### src/rtl/mem_access_stage.sv
// rtl/mem_access_stage.sv - RV64 memory access stage: address check, lane alignment, load extension, writeback beat
module mem_access_stage #(
  parameter int XLEN = 64
) (
  input  logic            clk,
  input  logic            rstn,
  input  logic            in_valid,
  output logic            in_ready,
  input  logic [XLEN-1:0] alu_res,
  input  logic [XLEN-1:0] store_data,
  input  logic [2:0]      funct3,
  input  logic            mem_read,
  input  logic            mem_write,
  input  logic [4:0]      rd,
  input  logic            reg_write,
  output logic            mem_req_valid,
  input  logic            mem_req_ready,
  output logic [XLEN-1:0] mem_req_addr,
  output logic            mem_req_we,
  output logic [XLEN-1:0] mem_req_wdata,
  output logic [7:0]      mem_req_wmask,
  input  logic            mem_rvalid,
  input  logic [XLEN-1:0] mem_rdata,
  output logic            wb_valid,
  output logic [4:0]      wb_rd,
  output logic            wb_we,
  output logic [XLEN-1:0] wb_data,
  output logic            exc_valid,
  output logic [XLEN-1:0] exc_addr
);

  typedef enum logic [1:0] {IDLE, REQ, RESP} state_t;

  state_t          state_q;
  logic [2:0]      off_q, f3_q;
  logic [4:0]      rd_q;
  logic            rw_q;
  logic            req_valid_q, req_we_q;
  logic [XLEN-1:0] req_addr_q, req_wdata_q;
  logic [7:0]      req_wmask_q;
  logic            wb_valid_q, wb_we_q, exc_valid_q;
  logic [4:0]      wb_rd_q;
  logic [XLEN-1:0] wb_data_q, exc_addr_q;

  logic            is_mem, illegal, misaligned;
  logic [7:0]      size_mask;
  logic [7:0]      wmask_d;
  logic [XLEN-1:0] wdata_d, field, load_d;

  assign is_mem  = mem_read | mem_write;
  assign illegal = (mem_read & mem_write) | (mem_write & funct3[2]) |
                   (mem_read & (funct3 == 3'b111));

  always_comb begin
    misaligned = 1'b0;
    size_mask  = 8'h01;
    case (funct3[1:0])
      2'b01: begin misaligned = alu_res[0];            size_mask = 8'h03; end
      2'b10: begin misaligned = alu_res[1:0] != 2'b00; size_mask = 8'h0F; end
      2'b11: begin misaligned = alu_res[2:0] != 3'b000; size_mask = 8'hFF; end
      default: ;
    endcase
  end

  assign wdata_d = store_data << {alu_res[2:0], 3'b000};
  assign wmask_d = size_mask << alu_res[2:0];
  assign field   = mem_rdata >> {off_q, 3'b000};

  always_comb begin
    load_d = field;
    case (f3_q)
      3'b000: load_d = {{56{field[7]}},  field[7:0]};
      3'b001: load_d = {{48{field[15]}}, field[15:0]};
      3'b010: load_d = {{32{field[31]}}, field[31:0]};
      3'b100: load_d = {56'd0, field[7:0]};
      3'b101: load_d = {48'd0, field[15:0]};
      3'b110: load_d = {32'd0, field[31:0]};
      default: load_d = field;
    endcase
  end

  always_ff @(posedge clk or negedge rstn) begin
    if (!rstn) begin
      state_q     <= IDLE;
      off_q       <= '0;
      f3_q        <= '0;
      rd_q        <= '0;
      rw_q        <= 1'b0;
      req_valid_q <= 1'b0;
      req_we_q    <= 1'b0;
      req_addr_q  <= '0;
      req_wdata_q <= '0;
      req_wmask_q <= '0;
      wb_valid_q  <= 1'b0;
      wb_we_q     <= 1'b0;
      wb_rd_q     <= '0;
      wb_data_q   <= '0;
      exc_valid_q <= 1'b0;
      exc_addr_q  <= '0;
    end else begin
      wb_valid_q  <= 1'b0;
      exc_valid_q <= 1'b0;
      case (state_q)
        IDLE: if (in_valid) begin
          if (!is_mem) begin
            wb_valid_q <= 1'b1;
            wb_data_q  <= alu_res;
            wb_rd_q    <= rd;
            wb_we_q    <= reg_write && (rd != 5'd0);
          end else if (illegal || misaligned) begin
            exc_valid_q <= 1'b1;
            exc_addr_q  <= alu_res;
          end else begin
            off_q       <= alu_res[2:0];
            f3_q        <= funct3;
            rd_q        <= rd;
            rw_q        <= reg_write && (rd != 5'd0);
            req_valid_q <= 1'b1;
            req_addr_q  <= {alu_res[XLEN-1:3], 3'b000};
            req_we_q    <= mem_write;
            req_wdata_q <= mem_write ? wdata_d : '0;
            req_wmask_q <= mem_write ? wmask_d : 8'h00;
            state_q     <= REQ;
          end
        end
        REQ: if (mem_req_ready) begin
          req_valid_q <= 1'b0;
          if (req_we_q) begin
            state_q    <= IDLE;
            wb_valid_q <= 1'b1;
            wb_we_q    <= 1'b0;
            wb_rd_q    <= rd_q;
          end else begin
            state_q <= RESP;
          end
        end
        RESP: if (mem_rvalid) begin
          state_q    <= IDLE;
          wb_valid_q <= 1'b1;
          wb_data_q  <= load_d;
          wb_rd_q    <= rd_q;
          wb_we_q    <= rw_q;
        end
        default: state_q <= IDLE;
      endcase
    end
  end

  assign in_ready      = (state_q == IDLE);
  assign mem_req_valid = req_valid_q;
  assign mem_req_addr  = req_addr_q;
  assign mem_req_we    = req_we_q;
  assign mem_req_wdata = req_wdata_q;
  assign mem_req_wmask = req_wmask_q;
  assign wb_valid      = wb_valid_q;
  assign wb_rd         = wb_rd_q;
  assign wb_we         = wb_we_q;
  assign wb_data       = wb_data_q;
  assign exc_valid     = exc_valid_q;
  assign exc_addr      = exc_addr_q;

endmodule

### config.mk
export PLATFORM = sky130hd
export DESIGN_NAME = mem_access_stage
export DESIGN_NICKNAME = d
export VERILOG_FILES = /design/src/rtl/mem_access_stage.sv
export SDC_FILE = /design/constraint.sdc
export NUM_CORES = 1
export LEC_CHECK = 0
export ABC_AREA = 0
export CAP_MARGIN = 20
export CORE_AREA = 2 2 186 188
export CTS_BUF_LIST = sky130_fd_sc_hd__clkbuf_4 sky130_fd_sc_hd__clkbuf_8
export DETAILED_ROUTE_END_ITERATION = 10
export DIE_AREA = 0 0 188 190
export MAX_ROUTING_LAYER = met4
export PLACE_DENSITY_LB_ADDON = 0.08
export SLEW_MARGIN = 20
export SYNTH_ARGS = -nofsm -noshare
export SYNTH_HDL_FRONTEND = slang
export SYNTH_SLANG_ARGS = --single-unit
### constraint.sdc
create_clock -name clk -period 2.9 [get_ports clk]
set_input_delay 0.58 -clock clk [delete_from_list [all_inputs] [get_ports clk]]
set_output_delay 0.58 -clock clk [all_outputs]
set_load 0.005 [all_outputs]
Yosys cells after proc, flatten, opt, wreduce, memory -nomap -nowiden

Cells that the tools add are included.
W data, S select, Z words.

Word-level logic and storage cells: 103
Output and inout bits: 275
Bits in registers: 285
Input port bits: 208

Shifts and indexed selects: 3
Eq/ne operators: 18
Muxes and demuxes: 43
Reduce and logical (&&, ||, !) cells: 16
Bitwise operators: 7

Operators by type and width:

| cell                 | number |
|---|---|
| $pmux W64 S6         | 1 |
| $mux W64             | 4 |
| $pmux W64 S2         | 1 |
| $shl A64 B6 Y64      | 1 |
| $shr A64 B6 Y64      | 1 |
| $mux W5              | 5 |
| $pmux W8 S3          | 1 |
| $mux W1              | 18 |
| $pmux W5 S3          | 1 |
| $eq A3 B3 Y1 const B | 4 |
| $mux W2              | 6 |
| $ne A2 B2 Y1 const B | 6 |
| $reduce_and A4 Y1    | 3 |
| $reduce_and A5 Y1    | 2 |
| $pmux W1 S3          | 3 |
| $mux W8              | 1 |
| $shl A8 B3 Y8        | 1 |
| $eq A2 B2 Y1 const B | 3 |
| $pmux W2 S3          | 1 |
| $reduce_and A6 Y1    | 1 |
| $reduce_bool A2 Y1   | 3 |
| $reduce_bool A3 Y1   | 2 |
| $reduce_bool A5 Y1   | 1 |
| $eq A2 B1 Y1 const B | 2 |
| 11 further kinds     | 15 |

Depth between registers and ports, before layout

Gate-level depths: netlist of run 1.

Depth in word-level cells: 8
Mapped depth: 10
Mapped depth without buffers: 7

Worst setup path before layout of run 1

OpenSTA, ideal clock, no wires.

Path type: input to register
Start: input alu_res[1]
End: register exc_addr_q[58], in the netlist exc_addr[58]
Setup time: 125 ps
Stages on the path: 7
Required time: 2775 ps
Slack: 547 ps
Arrival time: 2228 ps
Path buffers: 3
Cell sequence: buf_2 -> or2_1 -> o311ai_2 -> a211o_1 -> buf_4 -> buf_2 -> mux2_2

Word-level cells in the longest chain between the ends: 4
Elaborated cells on any way between the ends: 5
Those cells by class: 1 x mux; 4 x reduce/logical

RTL lines:

| what                                                            | RTL line | RTL |
|---|---|---|
| start, declared                                                 | 9        | `input logic [XLEN-1:0] alu_res,` |
| $reduce_bool A3 Y1 / $reduce_bool A2 Y1 (equally long branches) | 60, 59   |  |
| $pmux W1 S3 *                                                   | 57       | `case (funct3[1:0])` |
| $logic_or A1 B1 Y1 *                                            | 110      | `end else if (illegal \|\| misaligned) begin` |
| $reduce_and A4 Y1 (no line) *                                   | --       |  |
| end signal, assigned                                            | 112      | `exc_addr_q <= alu_res;` |
| end, declared                                                   | 43       | `logic [XLEN-1:0] wb_data_q, exc_addr_q;` |

Mark *: on every way between the ends. The rest lies on a longest branch, timed or not.
A chain may end at the register's enable or synchronous reset.

Worst setup path in the final report of run 1

Start: register state_q[0]
End: output in_ready

Word-level cells in the longest chain between the ends: 1

RTL lines:

| what                   | RTL line | RTL |
|---|---|---|
| start, declared        | 34       | `state_t state_q;` |
| start signal, assigned | 84       | `state_q <= IDLE;` |
| start signal, assigned | 123      | `state_q <= REQ;` |
| start signal, assigned | 129      | `state_q <= IDLE;` |
| $logic_not A2 Y1       | 149      | `assign in_ready = (state_q == IDLE);` |
| end, declared          | 8        | `output logic in_ready,` |

Every way passes these cells.

==> results of run 1 <==
power by group through the flow:
stage / sequential, mW / combinational [mW] / clock, mW
6_report: 6.88 / 10.2 / 4.34
5_1_grt: 7.11 / 11.0 / 4.60
4_1_cts: 6.87 / 10.3 / 4.41
3_5_place_dp: 6.91 / 10.2 / 0
3_3_place_gp: 6.85 / 10.1 / 0
2_1_floorplan: 6.84 / 4.62 / 0
synthesized netlist by cell type, types with 3 or more instances:
cell type | number | area [µm²]
dfrtp_1 | 285 | 7132
nand2_1 | 239 | 897.1
mux2_2 | 191 | 2151
o21ai_0 | 111 | 555.5
mux2i_1 | 86 | 860.8
clkbuf_1 | 64 | 240.2
nor2_1 | 57 | 214.0
o31ai_1 | 44 | 330.3
a22oi_1 | 43 | 322.8
buf_2 | 35 | 175.2
o211ai_1 | 25 | 187.7
a21oi_1 | 23 | 115.1
o22ai_1 | 23 | 143.9
mux4_2 | 14 | 315.3
a211oi_1 | 12 | 90.09
nor2b_1 | 11 | 68.82
o21a_1 | 11 | 82.58
a2bb2oi_1 | 10 | 87.58
buf_1 | 10 | 37.54
or2_2 | 9 | 56.30
a22o_1 | 8 | 70.07
buf_4 | 8 | 60.06
o32ai_1 | 8 | 70.07
a221oi_1 | 7 | 61.31
a311oi_1 | 7 | 61.31
inv_1 | 6 | 22.52
a22oi_2 | 5 | 62.56
buf_6 | 5 | 56.30
and2_1 | 4 | 25.02
ha_1 | 4 | 50.05
nand2b_1 | 4 | 25.02
nand3_1 | 4 | 20.02
nor3_1 | 3 | 15.01
area by class of cell:
type,instances,area share [%]
tap,455,2.633
clock buffer,83,4.733
antenna,4,0.04629
timing repair buffer,534,24.72
multi-input combinational,999,34.00
inverter,8,0.1389
clock inverter,8,0.7348
sequential,285,33.00
per-layer routing:
layer  vias to the layer above  share of wire [%]  track usage (%)
met5                         -                  0                -
met4                         0                2.8            9.631
met3                        88                7.6            6.881
met2                       544                 47            48.88
met1                      6607                 42            39.93
li1                       6074                  -                -
worst max path at each step:
stage | startpoint | endpoint | slack [ps] | depth (start not counted)
5_1_grt | state_q[0] | in_ready | 100 | 3
2_1_floorplan | alu_res[1] | exc_addr[58] | 550 | 7
3_5_place_dp | in_valid | wb_data[47] | 140 | 7
4_1_cts | state_q[0] | in_ready | 160 | 3
3_3_place_gp | in_valid | wb_data[39] | 130 | 7
6_report | state_q[0] | in_ready | 180 | 3
sequential cells by signal, indices dropped and copies added (netlist names):
name,flops
exc_addr,64
mem_req_wdata,64
wb_data,64
mem_req_addr,61
mem_req_wmask,8
rd_q,5
wb_rd,5
f3_q,3
off_q,3
state_q,2
exc_valid,1
mem_req_valid,1
mem_req_we,1
rw_q,1
wb_valid,1
wb_we,1
per-stage QoR:
stage | setup slack (ps) | std cells | util (%)
6_report | 178.2 | 2376 | 63.70
5_1_grt | 96.63 | 2376 | 63.70
3_3_place_gp | 133.0 | 2280 | 60.16
4_1_cts | 162.4 | 2372 | 63.67
3_5_place_dp | 137.9 | 2280 | 60.16
2_1_floorplan | 547.0 | 1414 | -
cell families (layout without fill, tap and decap cells):
family / after synthesis / after routing / share of synthesized area [%]
multiplexers: 292 / 292 / 22.20
adder cells (fa/ha/maj): 4 / 4 / 0.3328
AO/OA/AOI/OAI: 352 / 352 / 16.07
flip-flops: 285 / 285 / 47.42
other: 1 / 7 / 0.02494
AND/OR/NAND/NOR: 347 / 347 / 9.909
XOR/XNOR: 1 / 1 / 0.05825
buffers and inverters: 130 / 633 / 3.985
worst max-delay path, stage by stage (launching register included):
cell and delay [ps]:
dfrtp_1 400, inv_1 110, ha_1 420, clkdlybuf4s50_1 610
repair_timing:
| action | CTS | global route |
|---|---|---|
| buffers inserted | 0 | 0 |
| gates resized for setup | 0 | 0 |
| endpoints found under the setup margin | 0 | 0 |
| hold buffers | 1 | 0 |
| endpoints found under the hold margin | 27 | 0 |
==> flow_metrics.env, run 1 <==
export IMPL_drt_initial_drc_count=990
export IMPL_via_per_inst=5.603
export IMPL_multi_input_area_um2=7352
export IMPL_grt_overflow=0
export IMPL_crit_fanout=10
export IMPL_ys_ff_latch=285
export IMPL_n_fill_cell=2756
export IMPL_reg2reg_slack_ps=500
export IMPL_seqPwrFrac_pct=32.1
export IMPL_pin_count=483
export IMPL_layout_common_cells="476 x clkdlybuf4s50_1, 282 x dfrtp_1, 239 x nand2_1, 191 x mux2_2, 111 x o21ai_0"
export IMPL_critical_path_arrival_ps=2140
export IMPL_die_width_um=188
export IMPL_hpwlAfterDp_um=40870
export IMPL_min_from="alu_res[0]"
export IMPL_start_util_pct=44.30
export IMPL_rsz0062_at_grt="no"
export IMPL_max_freq_ghz=0.3674
export IMPL_synth_edff_count=0
export IMPL_p_comb_share_pct=47.7
export IMPL_grt_max_degree=107
export IMPL_cellInternalPower_mw=14.18
export IMPL_slew_headroom_pct=28.97
export IMPL_yosys_warnings=0
export IMPL_ant_nets=0
export IMPL_die_area_um2=35720
export IMPL_root_buffer="clkbuf_8"
export IMPL_final_hold_violation_count=0
export IMPL_yosys_most_used_dff="dfrtp_1"
export IMPL_num_rows=68
export IMPL_cp_start_kind="flip-flop"
export IMPL_drc=0
export IMPL_ctsLongestPathBuffers=3
export IMPL_synth_cell_types=63
export IMPL_wl_um=54380
export IMPL_synthArstFlopShare_pct=100.0
export IMPL_status="completed"
export IMPL_port_buffers=479
export IMPL_clkSinkCount=285
export IMPL_p_sw_mw=7.280
export IMPL_vdd_ir_drop_max_mv=0.5997
export IMPL_whs_ps=466.5
export IMPL_nets=2090
export IMPL_die_h_um=190
export IMPL_seq_area_um2=7136
export IMPL_core_area_um2=33950
export IMPL_setup_viol=0
export IMPL_period_minus_slack_ps=2722
export IMPL_synth_seq_area_share_pct=47.42
export IMPL_grt_pass1_vias=13070
export IMPL_min_delay_path_depth=3
export IMPL_r2r_end="wb_data[36]"
export IMPL_setup_tns_final_ps=0
export IMPL_grt_use_total_pct=30.97
export IMPL_period_share_pct=93.86
export IMPL_maxCapViolCount=0
export IMPL_area_delta_synth_final_pct=43.80
export IMPL_antenna_found_initial=4
export IMPL_path_clk_slew_ps=60
export IMPL_rr_worst_depth=6
export IMPL_path_class="reg2out"
export IMPL_critPathCaptureType="output pin"
export IMPL_finalClockSkew_ps=33.43
export IMPL_cts_made_buffers=50
export IMPL_gp_congestion=0.9234
export IMPL_hold_end="exc_addr[0]"
export IMPL_synthCells=1412
export IMPL_layout_drive_gt1_share_pct=20.19
export IMPL_leakage_nw=9.035
export IMPL_syn_cell_area_um2=15040
export IMPL_pwr_share_clk_pct=20.2
export IMPL_power_density_nw_per_um2=992.2
export IMPL_dr_pass1_iters=5
export IMPL_final_cell_area_um2=21620
export IMPL_cp_required_ps=2320
export IMPL_hold_path_class="in2reg"
export IMPL_vias=13310
export IMPL_worstMarginPinSlew_ps=1062
export IMPL_timing_rr_start="off_q[2]"
export IMPL_final_max_slew_viol_count=0
export IMPL_layout_commonest_cell="clkdlybuf4s50_1"
export IMPL_h_tree_depth=2
export IMPL_total_power_mw=21.46
export IMPL_wl_per_cell_um=22.89
export IMPL_cts_tree="done"
export IMPL_clock_latency_ps=610
export IMPL_grt_pass1_wl_um=82250
export IMPL_place_area_um2=20420
export IMPL_swShare_pct=33.93
export IMPL_avgSynthCellArea_um2=10.65
Note: power is estimated with default switching activity, not from simulation.
==> run 2: changes to the inputs <==
CAP_MARGIN = unset   (was 20)
CORE_AREA = 2 2 190 192   (was 2 2 186 188)
DIE_AREA = 0 0 192 194   (was 0 0 188 190)
DONT_BUFFER_PORTS = 1   (was unset)
REMOVE_ABC_BUFFERS = 1   (was unset)
==> flow_metrics.env, run 2 (synthesized netlist as in run 1, its figures left out) <==
export IMPL_pwr_share_clk_pct=24.1
export IMPL_reg2reg_slack_ps=470
export IMPL_crit_chain="mux2_1 -> a2bb2o_1 -> nor4_4 -> nor4_4 -> buf_4 -> a22oi_1"
export IMPL_max_freq_ghz=0.4109
export IMPL_layout_drive_gt1_share_pct=25.42
export IMPL_h_tree_depth=2
export IMPL_antenna_found_initial=1
export IMPL_crit_fanout=17
export IMPL_crit_path_max_incr_delay_ps=630
export IMPL_crit_top_cell="nor4_4"
export IMPL_cp_required_ps=3390
export IMPL_n_antenna_cell=0
export IMPL_p_comb_share_pct=32.3
export IMPL_rr_worst_depth=6
export IMPL_r2r_end="wb_data[36]"
export IMPL_n_fill_cell=3324
export IMPL_power_density_nw_per_um2=1057
export IMPL_cts_setup_buffers=0
export IMPL_total_power_mw=17.45
export IMPL_wl_per_cell_um=27.30
export IMPL_ctsLongestPathBuffers=3
export IMPL_slew_headroom_pct=30.63
export IMPL_layout_commonest_cell="dfrtp_1"
export IMPL_grt_pass1_wl_um=75780
export IMPL_seqPwrFrac_pct=43.7
export IMPL_met1_length_um=19940
export IMPL_whs_ps=-356.6
export IMPL_clkSinkCount=285
export IMPL_grt_max_degree=286
export IMPL_core_area_um2=35220
export IMPL_root_buffer="clkbuf_8"
export IMPL_finalClockSkew_ps=16.21
export IMPL_cts_resized=0
export IMPL_vias=11110
export IMPL_crit_path_top_delay_cell="dfrtp_2"
export IMPL_critPathCaptureType="flip-flop"
export IMPL_violations="negative hold slack"
export IMPL_cellInternalPower_mw=10.92
export IMPL_timing_rr_start="off_q[1]"
export IMPL_final_hold_violation_count=285
export IMPL_rsz0062_at_grt="no"
export IMPL_period_minus_slack_ps=2434
export IMPL_critical_path_arrival_ps=2920
export IMPL_die_h_um=194
export IMPL_worstMarginPinSlew_ps=1039
export IMPL_via_per_inst=5.932
export IMPL_die_area_um2=37250
export IMPL_hpwlAfterDp_um=36140
export IMPL_top_layer="met4"
export IMPL_status="complete, but fails checks"
export IMPL_swShare_pct=37.41
export IMPL_start_util_pct=42.69
export IMPL_die_width_um=192
export IMPL_layout_common_cells="282 x dfrtp_1, 239 x nand2_1, 191 x mux2_2, 111 x o21ai_0, 86 x mux2i_1"
export IMPL_cts_made_buffers=52
export IMPL_path_class="reg2reg"
export IMPL_maxCapViolCount=0
export IMPL_cp_start_kind="flip-flop"
export IMPL_cts_tree="done"
export IMPL_fin_util_pct=46.87
export IMPL_vdd_ir_drop_max_mv=0.5752
export IMPL_wl_met2_um=23810
export IMPL_port_buffers=0
export IMPL_drt_initial_drc_count=664
export IMPL_hold_path_class="in2async"
export IMPL_grt_overflow=0
export IMPL_ant_nets=0
export IMPL_drc=0
export IMPL_gp_congestion=0.8991
export IMPL_final_max_slew_viol_count=0
export IMPL_p_sw_mw=6.527
export IMPL_nets=1585
export IMPL_grt_use_total_pct=27.87
export IMPL_setup_viol=0
export IMPL_wl_met3_um=5855
export IMPL_path_clk_slew_ps=60
export IMPL_dr_pass1_iters=6
export IMPL_pin_count=483
export IMPL_wl_um=51130
export IMPL_area_delta_synth_final_pct=9.785
export IMPL_num_rows=69
export IMPL_grt_pass1_vias=11380
export IMPL_period_share_pct=83.92
export IMPL_clock_latency_ps=630
export IMPL_leakage_nw=7.020
==> run 2: changes by cell type in the layout (fill, tap and decap cells not counted), moves of 2 or more <==
cell and delta:
buf_12 -6, buf_4 -22, bufinv_16 -2, clkdlybuf4s50_1 -476, clkinv_2 +3, clkinvlp_4 +3, diode_2 -4, inv_6 -2
==> run 2: power by group through the flow <==
stage | registers, mW | clock network [mW] | logic [mW]
floorplan | 7.15 | 0 | 4.11
global placement | 7.69 | 0 | 5.51
detailed placement | 7.70 | 0 | 5.65
CTS | 7.65 | 4.29 | 5.66
global route | 7.85 | 4.47 | 6.22
finish | 7.62 | 4.20 | 5.63
==> run 2: final cells by class <==
cell class,instances,area [µm²],area share (%)
clock buffers,84,1037,6.283
flip-flops and latches,285,7136,43.22
inverters,8,30.03,0.1819
clock inverters,9,102.6,0.6214
repair buffers,27,265.3,1.607
multi-input cells,999,7362,44.59
well taps,461,576.8,3.494
==> run 2: worst max-delay path: cells and delay by family (launching register included) <==
family / cells / cell delay, ps
muxes: 1 / 390
AOI/OAI and AO/OA: 2 / 540
and+or+nand+nor: 2 / 410
DFF: 1 / 630
buffers and inverters: 1 / 300
==> run 2: how the worst max path moves through the flow <==
| stage | startpoint | endpoint | slack [ps] | cells after the start |
|---|---|---|---|---|
| 4_1_cts | off_q[1] | wb_data[36] | 460 | 6 |
| 2_1_floorplan | alu_res[1] | f3_q[0] | -1830 | 4 |
| 5_1_grt | off_q[0] | wb_data[62] | 300 | 7 |
| 3_3_place_gp | alu_res[1] | exc_addr[62] | 520 | 5 |
| 6_report | off_q[1] | wb_data[36] | 470 | 6 |
| 3_5_place_dp | alu_res[1] | exc_addr[62] | 470 | 5 |
==> run 2: layer usage <==
metal / global-route usage, % / up-vias
met5: - / -
met4: 9.443 / 0
met3: 10.79 / 88
met2: 43.43 / 511
met1: 32.94 / 5438
li1: - / 5074
==> run 2: stage by stage <==
| stage | setup slack [ps] | hold WS [ps] | setup TNS (ps) | area (µm²) | cells |
|---|---|---|---|---|---|
| floorplan | -1833 | 284.4 | -324070 | 14480 | 1292 |
| global placement | 517.9 | 293.7 | 0 | 15370 | 1780 |
| detailed placement | 473.2 | 291.9 | 0 | 15370 | 1780 |
| CTS | 462.1 | -400.0 | 0 | 16510 | 1873 |
| global route | 301.2 | -386.9 | 0 | 16510 | 1873 |
| finish | 466.4 | -356.6 | 0 | 16510 | 1873 |
==> run 3: changes to the inputs <==
clock period = 2.44 ns   (was 2.9 ns; I/O delays follow)
==> flow_metrics.env, run 3 (synthesized netlist as in run 1, its figures left out) <==
export IMPL_status="complete, but fails checks"
export IMPL_violations="negative hold slack"
export IMPL_hold_path_class="in2async"
export IMPL_leakage_nw=7.472
export IMPL_reg2reg_slack_ps=190
export IMPL_cp_start_kind="flip-flop"
export IMPL_die_h_um=194
export IMPL_crit_path_top_delay_cell="dfrtp_2"
export IMPL_area_delta_synth_final_pct=16.55
export IMPL_port_buffers=0
export IMPL_pin_count=483
export IMPL_layout_common_cells="282 x dfrtp_1, 239 x nand2_1, 191 x mux2_2, 111 x o21ai_0, 86 x mux2i_1"
export IMPL_cts_made_buffers=51
export IMPL_worstMarginPinSlew_ps=853.5
export IMPL_slew_headroom_pct=42.89
export IMPL_grt_overflow=0
export IMPL_dr_pass1_iters=5
export IMPL_timing_rr_start="off_q[1]"
export IMPL_grt_pass1_vias=12070
export IMPL_hold_buffers=83
export IMPL_grt_pass1_wl_um=78940
export IMPL_layout_drive_gt1_share_pct=24.72
export IMPL_nets=1683
export IMPL_final_hold_violation_count=285
export IMPL_start_util_pct=42.69
export IMPL_crit_chain="mux2_2 -> nor3b_4 -> nor4_4 -> nor4_4 -> buf_4 -> a22oi_1"
export IMPL_critical_path_arrival_ps=2740
export IMPL_hpwlAfterDp_um=36660
export IMPL_wl_per_cell_um=26.92
export IMPL_h_tree_depth=2
export IMPL_path_clk_slew_ps=60
export IMPL_grt_use_total_pct=29.14
export IMPL_gp_congestion=0.8871
export IMPL_cts_setup_buffers=0
export IMPL_use_met1_pct=34.01
export IMPL_ant_nets=0
export IMPL_grt_max_degree=286
export IMPL_finalClockSkew_ps=10.55
export IMPL_r2r_end="wb_data[34]"
export IMPL_layout_commonest_cell="dfrtp_1"
export IMPL_rsz0062_at_grt="no"
export IMPL_grt_busiest_layer="met2"
export IMPL_ctsLongestPathBuffers=3
export IMPL_met3_usage_pct=11.93
export IMPL_wl_um=53060
export IMPL_power_density_nw_per_um2=1199
export IMPL_path_delay_family="simple AND/OR/NAND/NOR gates"
export IMPL_drc=0
export IMPL_grtUsageMet2_pct=46.29
export IMPL_critPathBufInv=1
export IMPL_critPathCaptureType="flip-flop"
export IMPL_period_share_pct=92.32
export IMPL_place_area_um2=15560
export IMPL_fin_util_pct=49.76
export IMPL_die_width_um=192
export IMPL_final_max_slew_viol_count=0
export IMPL_startpoint="off_q[1]"
export IMPL_via_per_inst=5.866
export IMPL_maxCapViolCount=0
export IMPL_crit_top_cell="nor4_4"
export IMPL_crit_fanout=17
export IMPL_setup_viol=0
export IMPL_path_class="reg2reg"
export IMPL_final_cell_area_um2=17530
export IMPL_antenna_found_initial=2
export IMPL_num_rows=69
export IMPL_cp_required_ps=2920
export IMPL_drt_initial_drc_count=688
export IMPL_cts_tree="done"
export IMPL_rr_worst_depth=6
export IMPL_vdd_ir_drop_max_mv=0.7683
export IMPL_crit_path_max_incr_delay_ps=490
export IMPL_clock_latency_ps=620
export IMPL_die_area_um2=37250
export IMPL_clkSinkCount=285
export IMPL_whs_ps=-440.8
export IMPL_max_freq_ghz=0.4439
export IMPL_core_area_um2=35220
export IMPL_root_buffer="clkbuf_8"
export IMPL_period_minus_slack_ps=2253
export IMPL_vias=11560
export IMPL_total_power_mw=21.02
run 3: changes by cell type in the layout (fill, tap and decap cells not counted):
cell           previous run  this run
buf_12                    5        11
buf_4                    22        32
clkinv_2                  4         3
clkinvlp_4                3         1
diode_2                   0         1
dlygate4sd3_1             0        83
inv_6                     0         1
run 3: worst max-delay path by stage:
stage | end | slack, ps | cells after the start
CTS | wb_data[47] | 160 | 6
finish | wb_data[34] | 190 | 6
global route | wb_data[39] | 30 | 7
global placement | wb_data[32] | 230 | 7
detailed placement | wb_data[49] | 160 | 6
floorplan | f3_q[0] | -2200 | 4
run 3: power by group:
group	switching (mW)	internal, mW
logic	3.66	3.44
registers	2.08	6.90
clock network	2.04	2.88
run 3: final cells by class:
cell class / instances / area (µm²)
timing repair buffer: 126 / 1291
antenna: 1 / 2.502
tap: 461 / 576.8
multi-input combinational: 999 / 7362
fill: 3282 / 17700
inverter: 8 / 30.03
sequential: 285 / 7136
clock buffer: 84 / 1037
clock inverter: 7 / 91.34
run 3: what timing repair did:
item	CTS	global route
resized for setup	0	0
hold endpoints to repair	443	285
setup endpoints to repair	0	0
run 3: worst reg2reg max path: stages (launching register included):
cell	delay, ps
dfrtp_2	490
mux2_2	420
nor3b_4	330
nor4_4	110
nor4_4	300
buf_4	310
a22oi_1	150
run 3: routing by layer:
layer / part of all wire (%) / vias up / wire (µm)
met3: 11 / 81 / 5886
met1: 39 / 5741 / 20570
li1: - / 5252 / -
met2: 48 / 487 / 25250
met4: 2.5 / 0 / 1346
met5: 0 / - / 0
run 3: per-stage QoR:
step                cells  setup WS, ps  setup TNS (ps)
floorplan            1292         -2201         -431600
global placement     1796         234.2               0
detailed placement   1796         163.8               0
CTS                  1970         158.0               0
global route         1971         26.15               0
finish               1971         187.4               0
